### config.mk
export PLATFORM = sky130hd
export DESIGN_NAME = render_scheduler
export DESIGN_NICKNAME = d
export VERILOG_FILES = /design/src/rtl/render_scheduler.sv
export SDC_FILE = /design/constraint.sdc
export NUM_CORES = 1
export LEC_CHECK = 0
export ABC_AREA = 1
export CAP_MARGIN = 20
export CORE_ASPECT_RATIO = 0.75
export CORE_MARGIN = 10
export CORE_UTILIZATION = 55
export DETAILED_ROUTE_END_ITERATION = 16
export PLACE_DENSITY_LB_ADDON = 0.05
export SYNTH_ARGS = -nofsm -noshare
export SYNTH_HDL_FRONTEND = slang
export SYNTH_SLANG_ARGS = --single-unit
### constraint.sdc
create_clock -name i_clk -period 6.6 [get_ports i_clk]
set_clock_uncertainty 0.1 [all_clocks]
set_input_delay 0.99 -clock i_clk [delete_from_list [all_inputs] [get_ports i_clk]]
set_output_delay 0.99 -clock i_clk [all_outputs]
set_load 0.02 [all_outputs]
### src/rtl/render_scheduler.sv
// render_scheduler: sequences one solver-bank render per view request and
// walks a raster scan-out counter over the bank's interleaved storage.
module render_scheduler #(
    parameter int NUM_SOLVERS  = 1,
    parameter int WIDTH        = 640,
    parameter int HEIGHT       = 480,
    parameter int CLEAR_CYCLES = 2
) (
    input  logic               i_clk,
    input  logic               i_rst_n,
    input  logic               i_view_valid,
    output logic               o_view_ready,
    input  logic signed [26:0] i_view_min_x,
    input  logic signed [26:0] i_view_min_y,
    input  logic signed [26:0] i_view_dx,
    input  logic signed [26:0] i_view_dy,
    output logic signed [26:0] o_min_x,
    output logic signed [26:0] o_min_y,
    output logic signed [26:0] o_max_x,
    output logic signed [26:0] o_max_y,
    output logic signed [26:0] o_dx,
    output logic signed [26:0] o_dy,
    output logic               o_solver_reset,
    input  logic               i_solver_done,
    input  logic               i_scan_sof,
    input  logic               i_scan_advance,
    output logic [5:0]         o_rd_solver_id,
    output logic [18:0]        o_rd_addr,
    input  logic signed [3:0]  i_rd_data,
    output logic signed [3:0]  o_pix_data,
    output logic               o_busy,
    output logic               o_frame_valid,
    output logic [15:0]        o_frame_count
);
    typedef enum logic [2:0] {S_IDLE, S_LOAD, S_CLEAR, S_SETTLE, S_RUN} state_t;

    localparam logic [18:0] LAST_PIX = 19'(WIDTH * HEIGHT - 1);
    localparam logic [5:0]  LAST_ID  = 6'(NUM_SOLVERS - 1);
    localparam logic [15:0] LAST_CLR = 16'(CLEAR_CYCLES - 1);

    state_t             r_state, w_next;
    logic [15:0]        r_clr_cnt;
    logic signed [26:0] r_min_x, r_min_y, r_max_x, r_max_y, r_dx, r_dy;
    logic               r_frame_valid;
    logic [15:0]        r_frame_count;
    logic [5:0]         r_id;
    logic [18:0]        r_addr, r_pix;
    logic               w_accept, w_done;
    logic signed [26:0] w_span_x, w_span_y;

    assign o_view_ready   = (r_state == S_IDLE) || (r_state == S_RUN);
    assign o_busy         = r_state != S_IDLE;
    assign o_solver_reset = !((r_state == S_SETTLE) || (r_state == S_RUN));
    assign w_accept       = o_view_ready && i_view_valid;
    // an accept in RUN beats a coincident done
    assign w_done         = (r_state == S_RUN) && i_solver_done && !i_view_valid;
    assign w_span_x       = r_dx * $signed(27'(WIDTH - 1));
    assign w_span_y       = r_dy * $signed(27'(HEIGHT - 1));

    always_comb begin
        w_next = r_state;
        case (r_state)
            S_IDLE:   w_next = i_view_valid ? S_LOAD : S_IDLE;
            S_LOAD:   w_next = S_CLEAR;
            S_CLEAR:  w_next = (r_clr_cnt == LAST_CLR) ? S_SETTLE : S_CLEAR;
            S_SETTLE: w_next = S_RUN;
            S_RUN:    w_next = i_view_valid ? S_LOAD : (i_solver_done ? S_IDLE : S_RUN);
            default:  w_next = S_IDLE;
        endcase
    end

    always_ff @(posedge i_clk or negedge i_rst_n) begin
        if (!i_rst_n) begin
            r_state   <= S_IDLE;
            r_clr_cnt <= '0;
        end else begin
            r_state   <= w_next;
            r_clr_cnt <= (r_state == S_CLEAR) ? r_clr_cnt + 16'd1 : '0;
        end
    end

    always_ff @(posedge i_clk or negedge i_rst_n) begin
        if (!i_rst_n) begin
            r_min_x       <= '0;
            r_min_y       <= '0;
            r_max_x       <= '0;
            r_max_y       <= '0;
            r_dx          <= '0;
            r_dy          <= '0;
            r_frame_valid <= 1'b0;
            r_frame_count <= '0;
        end else begin
            if (w_accept) begin
                r_min_x       <= i_view_min_x;
                r_min_y       <= i_view_min_y;
                r_dx          <= i_view_dx;
                r_dy          <= i_view_dy;
                r_frame_valid <= 1'b0;
            end else if (w_done) begin
                r_frame_valid <= 1'b1;
                r_frame_count <= r_frame_count + 16'd1;
            end
            if (r_state == S_LOAD) begin
                r_max_x <= r_min_x + w_span_x;
                r_max_y <= r_min_y + w_span_y;
            end
        end
    end

    // pixel p maps to solver p mod N, address p / N, tracked incrementally
    always_ff @(posedge i_clk or negedge i_rst_n) begin
        if (!i_rst_n) begin
            r_id   <= '0;
            r_addr <= '0;
            r_pix  <= '0;
        end else if (i_scan_sof || (i_scan_advance && r_pix == LAST_PIX)) begin
            r_id   <= '0;
            r_addr <= '0;
            r_pix  <= '0;
        end else if (i_scan_advance) begin
            r_pix  <= r_pix + 19'd1;
            r_id   <= (r_id == LAST_ID) ? '0 : r_id + 6'd1;
            r_addr <= (r_id == LAST_ID) ? r_addr + 19'd1 : r_addr;
        end
    end

    assign o_min_x        = r_min_x;
    assign o_min_y        = r_min_y;
    assign o_max_x        = r_max_x;
    assign o_max_y        = r_max_y;
    assign o_dx           = r_dx;
    assign o_dy           = r_dy;
    assign o_frame_valid  = r_frame_valid;
    assign o_frame_count  = r_frame_count;
    assign o_rd_solver_id = r_id;
    assign o_rd_addr      = r_addr;
    assign o_pix_data     = r_frame_valid ? i_rd_data : 4'sd0;
endmodule

Word level (Yosys, flattened, before mapping)
Index checks and enable logic that the tools add are counted.

word-level totals
  logic and storage cells = 63
  output and inout bits = 211
  flip-flop bits (word level) = 242

cells by class
  add/subtract/negate cells = 7
  muxes and demuxes = 17
  $mul = 2
  reductions and logical operators = 17
  bitwise gates (word level) = 1
  equal/unequal tests = 6

operators by type and width
  kind                                                                   number
  19-bit 2-to-1 mux                                                      5
  27-bit adder                                                           2
  19-bit by 1-bit adder with 19-bit output, second input constant        2
  16-bit by 1-bit adder with 16-bit output, second input constant        2
  27-bit by 10-bit multiplier with 27-bit output, second input constant  1
  27-bit by 11-bit multiplier with 27-bit output, second input constant  1
  19-bit == test, second input constant                                  1
  6-bit 2-to-1 mux                                                       3
  16-bit by 1-bit == test with 1-bit output, second input constant       1
  16-bit 2-to-1 mux                                                      1
  3-bit case mux with 5 select lines                                     1
  6-bit by 1-bit adder with 6-bit output, second input constant          1
  3-bit by 2-bit == test with 1-bit output, second input constant        2
  6-bit logical NOT                                                      1
  3-bit 2-to-1 mux                                                       2
  2-bit nonzero test                                                     3
  1-bit logical AND                                                      4
  1-bit 2-to-1 mux                                                       4
  4-bit 2-to-1 mux                                                       1
  2-bit AND reduction                                                    2
  3-bit by 1-bit == test with 1-bit output, second input constant        1
  3-bit == test, second input constant                                   1
  3-bit logical NOT                                                      1
  1-bit logical OR                                                       3
  other kinds (3)                                                        4

Depth between registers and ports, before layout
  depth after elaboration = 5
  gate-level depth with buffers = 23
  mapped depth without buffers = 23

Worst setup path before layout
No wires, ideal clock.

  path type = reg-to-reg
  start = register r_dy[7], in the netlist o_dy[7]
  end = register r_max_y[15], in the netlist o_max_y[15]
  data arrival time = 4.540 ns
  setup time = 0.117 ns
  setup slack = 1.843 ns
  cell stages (with the launch flop) = 19
  clock period less this slack = 4.757 ns
  cell sequence = dfrtp_1 -> fa_1 -> fa_1 -> inv_1 -> fa_1 -> inv_1 -> fa_1 -> inv_1 -> fa_1 -> inv_1 -> ha_1 -> a21o_1 -> a21oi_1 -> nor2_1 -> nor2_1 -> nand2_1 -> or2_2 -> nand3_1 -> nand2_1

between the ends
  longest elaborated chain between the ends = 2

ends and longest elaborated chain
  what                                            RTL line  RTL
  start, declared                                 43        logic signed [26:0] r_min_x, r_min_y, r_max_x, r_max_y, r_dx, r_dy;
  start signal, assigned                          97        r_dy <= i_view_dy;
  27-bit by 10-bit multiplier with 27-bit output  58        assign w_span_y = r_dy * $signed(27'(HEIGHT - 1));
  27-bit adder                                    105       r_max_y <= r_min_y + w_span_y;
  end signal, assigned                            105
  end, declared                                   43

Every way passes these cells.
A chain may end at the register's enable or synchronous reset.

Worst setup path after layout
  start = register r_dx[12], in the netlist o_dx[12]
  end = register r_max_x[23], in the netlist o_max_x[23]

between the ends
  longest elaborated chain between the ends = 2

ends and longest elaborated chain
  what                                            RTL line  RTL
  start, declared                                 43
  start signal, assigned                          96        r_dx <= i_view_dx;
  27-bit by 11-bit multiplier with 27-bit output  57        assign w_span_x = r_dx * $signed(27'(WIDTH - 1));
  27-bit adder                                    104       r_max_x <= r_min_x + w_span_x;
  end signal, assigned                            104
  end, declared                                   43

Every way passes these cells.

==> results.tsv <==
metric	value	unit
met3 wire length	4.095	mm
layout cells sized above 1	0.03775	
CTS H-Tree Depth	1	
initial core utilization	0.5604	
Avg Cell Area, Syn	8.652	um2
top-area cell type share of the netlist area	0.2720	
CP Capture Type	flop	
# hold bufs at CTS	0	
highest routed layer	met4	
Post-synth EDFFs	0	
WP data arrival	5850	ps
crit path max fanout	10	
CTS resizes	0	
slew margin rel.	0.2996	
worst path cell trace	fa_1 -> inv_1 -> fa_1 -> inv_1 -> fa_1 -> fa_1 -> inv_1 -> fa_1 -> inv_1 -> ha_1 -> nand4_1 -> nor3_1 -> nand4_1 -> nand3_1 -> nor2_1 -> nand3b_1 -> nand2_1	
DP HPWL	49.27	mm
Starting DRT DRC Count	1214	
critical path type	reg -> reg	
# setup viols final	0	
Slew Viols, Final	0	
placed instance area	26080	um2
clock root cell	clkbuf_16	
Met2 Routed Length	27.74	mm
Via Count	17832	
Final Hold Viols	0	
design area	27040	um2
Cells after Synth	2573	
top cells by instance count after synthesis	nand2_1, inv_1, fa_1	
Fmax	183.7	MHz
initial antenna violation count	1	
TritonCTS clock tree	yes	
Port Buffers	328	
worst r2r src	o_dx[12]	
global-route wire length before repair	100.2	mm
clk_lat worst skew	580	ps
maximum clock path buffer count	3	
clock sinks	242	
DRT Pass-1 Iters	5	
Die Y	194.2	um
RePlAce Congestion	0.9407	
clock slew at reported path FFs	60	ps
Worst path slowest cell	fa_1	
CP required	7010	ps
syn nets	3153	
status	finished, final reports clean	
pin count of the biggest net entering global routing	139	
fin crit period	5444	ps
register bit total from synthesis	242	
antenna-violating nets left	0	
Die W	252.3	um
Synth area leader	dfrtp_1	
sequential share of the synthesized area	0.2720	
Yosys Warn Count	0	
Main synth FF type	dfrtp_1	
core area	39730	um2
Final period util	0.8249	
placed cells	3384	
Nets	3474	
Setup Fix Bufs, Post-CTS	0	
# rows	63	
Most common cell on crit path	fa_1	
worst min-delay path category	in -> async	
total negative slack	0	ps
Yosys cell types	44	
post-route core utilization	0.6807	
Area growth syn-to-layout	21.47	%
worst-margin pin slew	1044	ps
Via density	5.191	
Synth Cell Area	22260	um2
io pins	329	
drt total wl	60.73	mm
Met1 Wirelength	27.77	mm
Max stage delay on crit path	600	ps
vias in the first global route	18490	
cts bufs inserted	28	
most numerous cell in the Yosys netlist	nand2_1	
Layout Cells excl Fill	3435	
all-layer global routing usage	0.2531	
Routed WL per cell	17.68	um
Congestion Overflow GR	0	
unrepaired setup endpoints after global routing	false	
top cells by area, synth	dfrtp_1, fa_1, nand2_1	
Die Area	49010	um2
CP startpoint kind	flop	
ys async rst share	1.000	
DRC violations left	0	
Max Cap Violations	0	
CP startpoint	o_dx[12]	
## critical path, delay by kind of cell, from the launching register on
| kind | cells | cell delay [ps] |
|---|---|---|
| flip-flops | 1 | 590 |
| adder cells (fa/ha/maj) | 6 | 2970 |
| AND/OR/NAND/NOR | 7 | 1510 |
| buffers and inverters | 4 | 190 |
## state kept, by name, indices dropped and copies added (netlist names)
name / flops
o_rd_addr: 19
o_min_x: 27
o_max_x: 27
o_dx: 27
o_min_y: 27
o_rd_solver_id: 6
r_clr_cnt: 16
o_frame_count: 16
o_dy: 27
o_max_y: 27
r_state: 3
r_pix: 19
o_frame_valid: 1
## area by class of cell
cell class | count | area [um2]
timing repair buffer | 334 | 3346
clock inverter | 17 | 235.2
tap | 520 | 650.6
antenna | 1 | 2.502
fill | 3331 | 12690
clock buffer | 33 | 729.5
inverter | 591 | 2220
sequential | 242 | 6056
multi-input combinational | 1697 | 13800
## metrics by stage
step / setup WS, ps / hold slack [ps]
floorplan: 1843 / 376.1
global placement: 1332 / 362.5
detailed placement: 1369 / 370.1
CTS: 1341 / 386.4
global route: 1061 / 405.6
finish: 1156 / 350.3
## layout by cell type, fill, tap and decap left out, drive strengths merged, types with 2 or more instances in the layout
cell type / netlist / layout
a21boi: 2 / 2
clkdlybuf4s50: 0 / 327
clkinv: 4 / 13
nor3: 44 / 44
o21a: 3 / 3
a31oi: 2 / 2
nand3: 91 / 91
nor4: 5 / 5
nand2: 603 / 603
xnor2: 38 / 38
o21ai: 137 / 137
nor2: 128 / 128
buf: 18 / 7
a21oi: 86 / 86
a21o: 4 / 4
dfrtp: 242 / 242
o21bai: 4 / 4
clkbuf: 25 / 33
nand3b: 7 / 7
xor2: 31 / 31
fa: 291 / 291
ha: 171 / 171
inv: 587 / 589
or2: 8 / 8
nand4: 36 / 36
bufinv: 0 / 5
o211ai: 3 / 3
## worst paths after layout
path,to,slack [ps],depth (start not counted)
max,o_max_x[23],1160,17
min,o_min_x[6],350,1
max reg2reg,o_max_x[23],1160,17
min reg2reg,o_frame_count[15],380,1
max in group asynchronous,o_dy[23],4670,2
min in group i_clk,o_frame_count[15],380,1
## layer usage
layer | global-route usage | vias up
met5 | 0 | -
met3 | 0.04902 | 62
met4 | 0.04972 | 0
li1 | - | 8464
met1 | 0.3637 | 8787
met2 | 0.3932 | 519
## kinds of logic (layout without fill, tap and decap cells)
family | count (synthesis) | in the layout | synth area share
AO/OA/AOI/OAI | 243 | 243 | 0.05738
adder cells (fa/ha/maj) | 462 | 462 | 0.3578
AND/OR/NAND/NOR | 923 | 923 | 0.1773
other | 0 | 1 | 0
flip-flops | 242 | 242 | 0.2720
buffers and inverters | 634 | 975 | 0.1084
XOR/XNOR | 69 | 69 | 0.02715
Power is not shown: default switching activity piles up to over one toggle a cycle in this logic, so the estimate is an artifact.
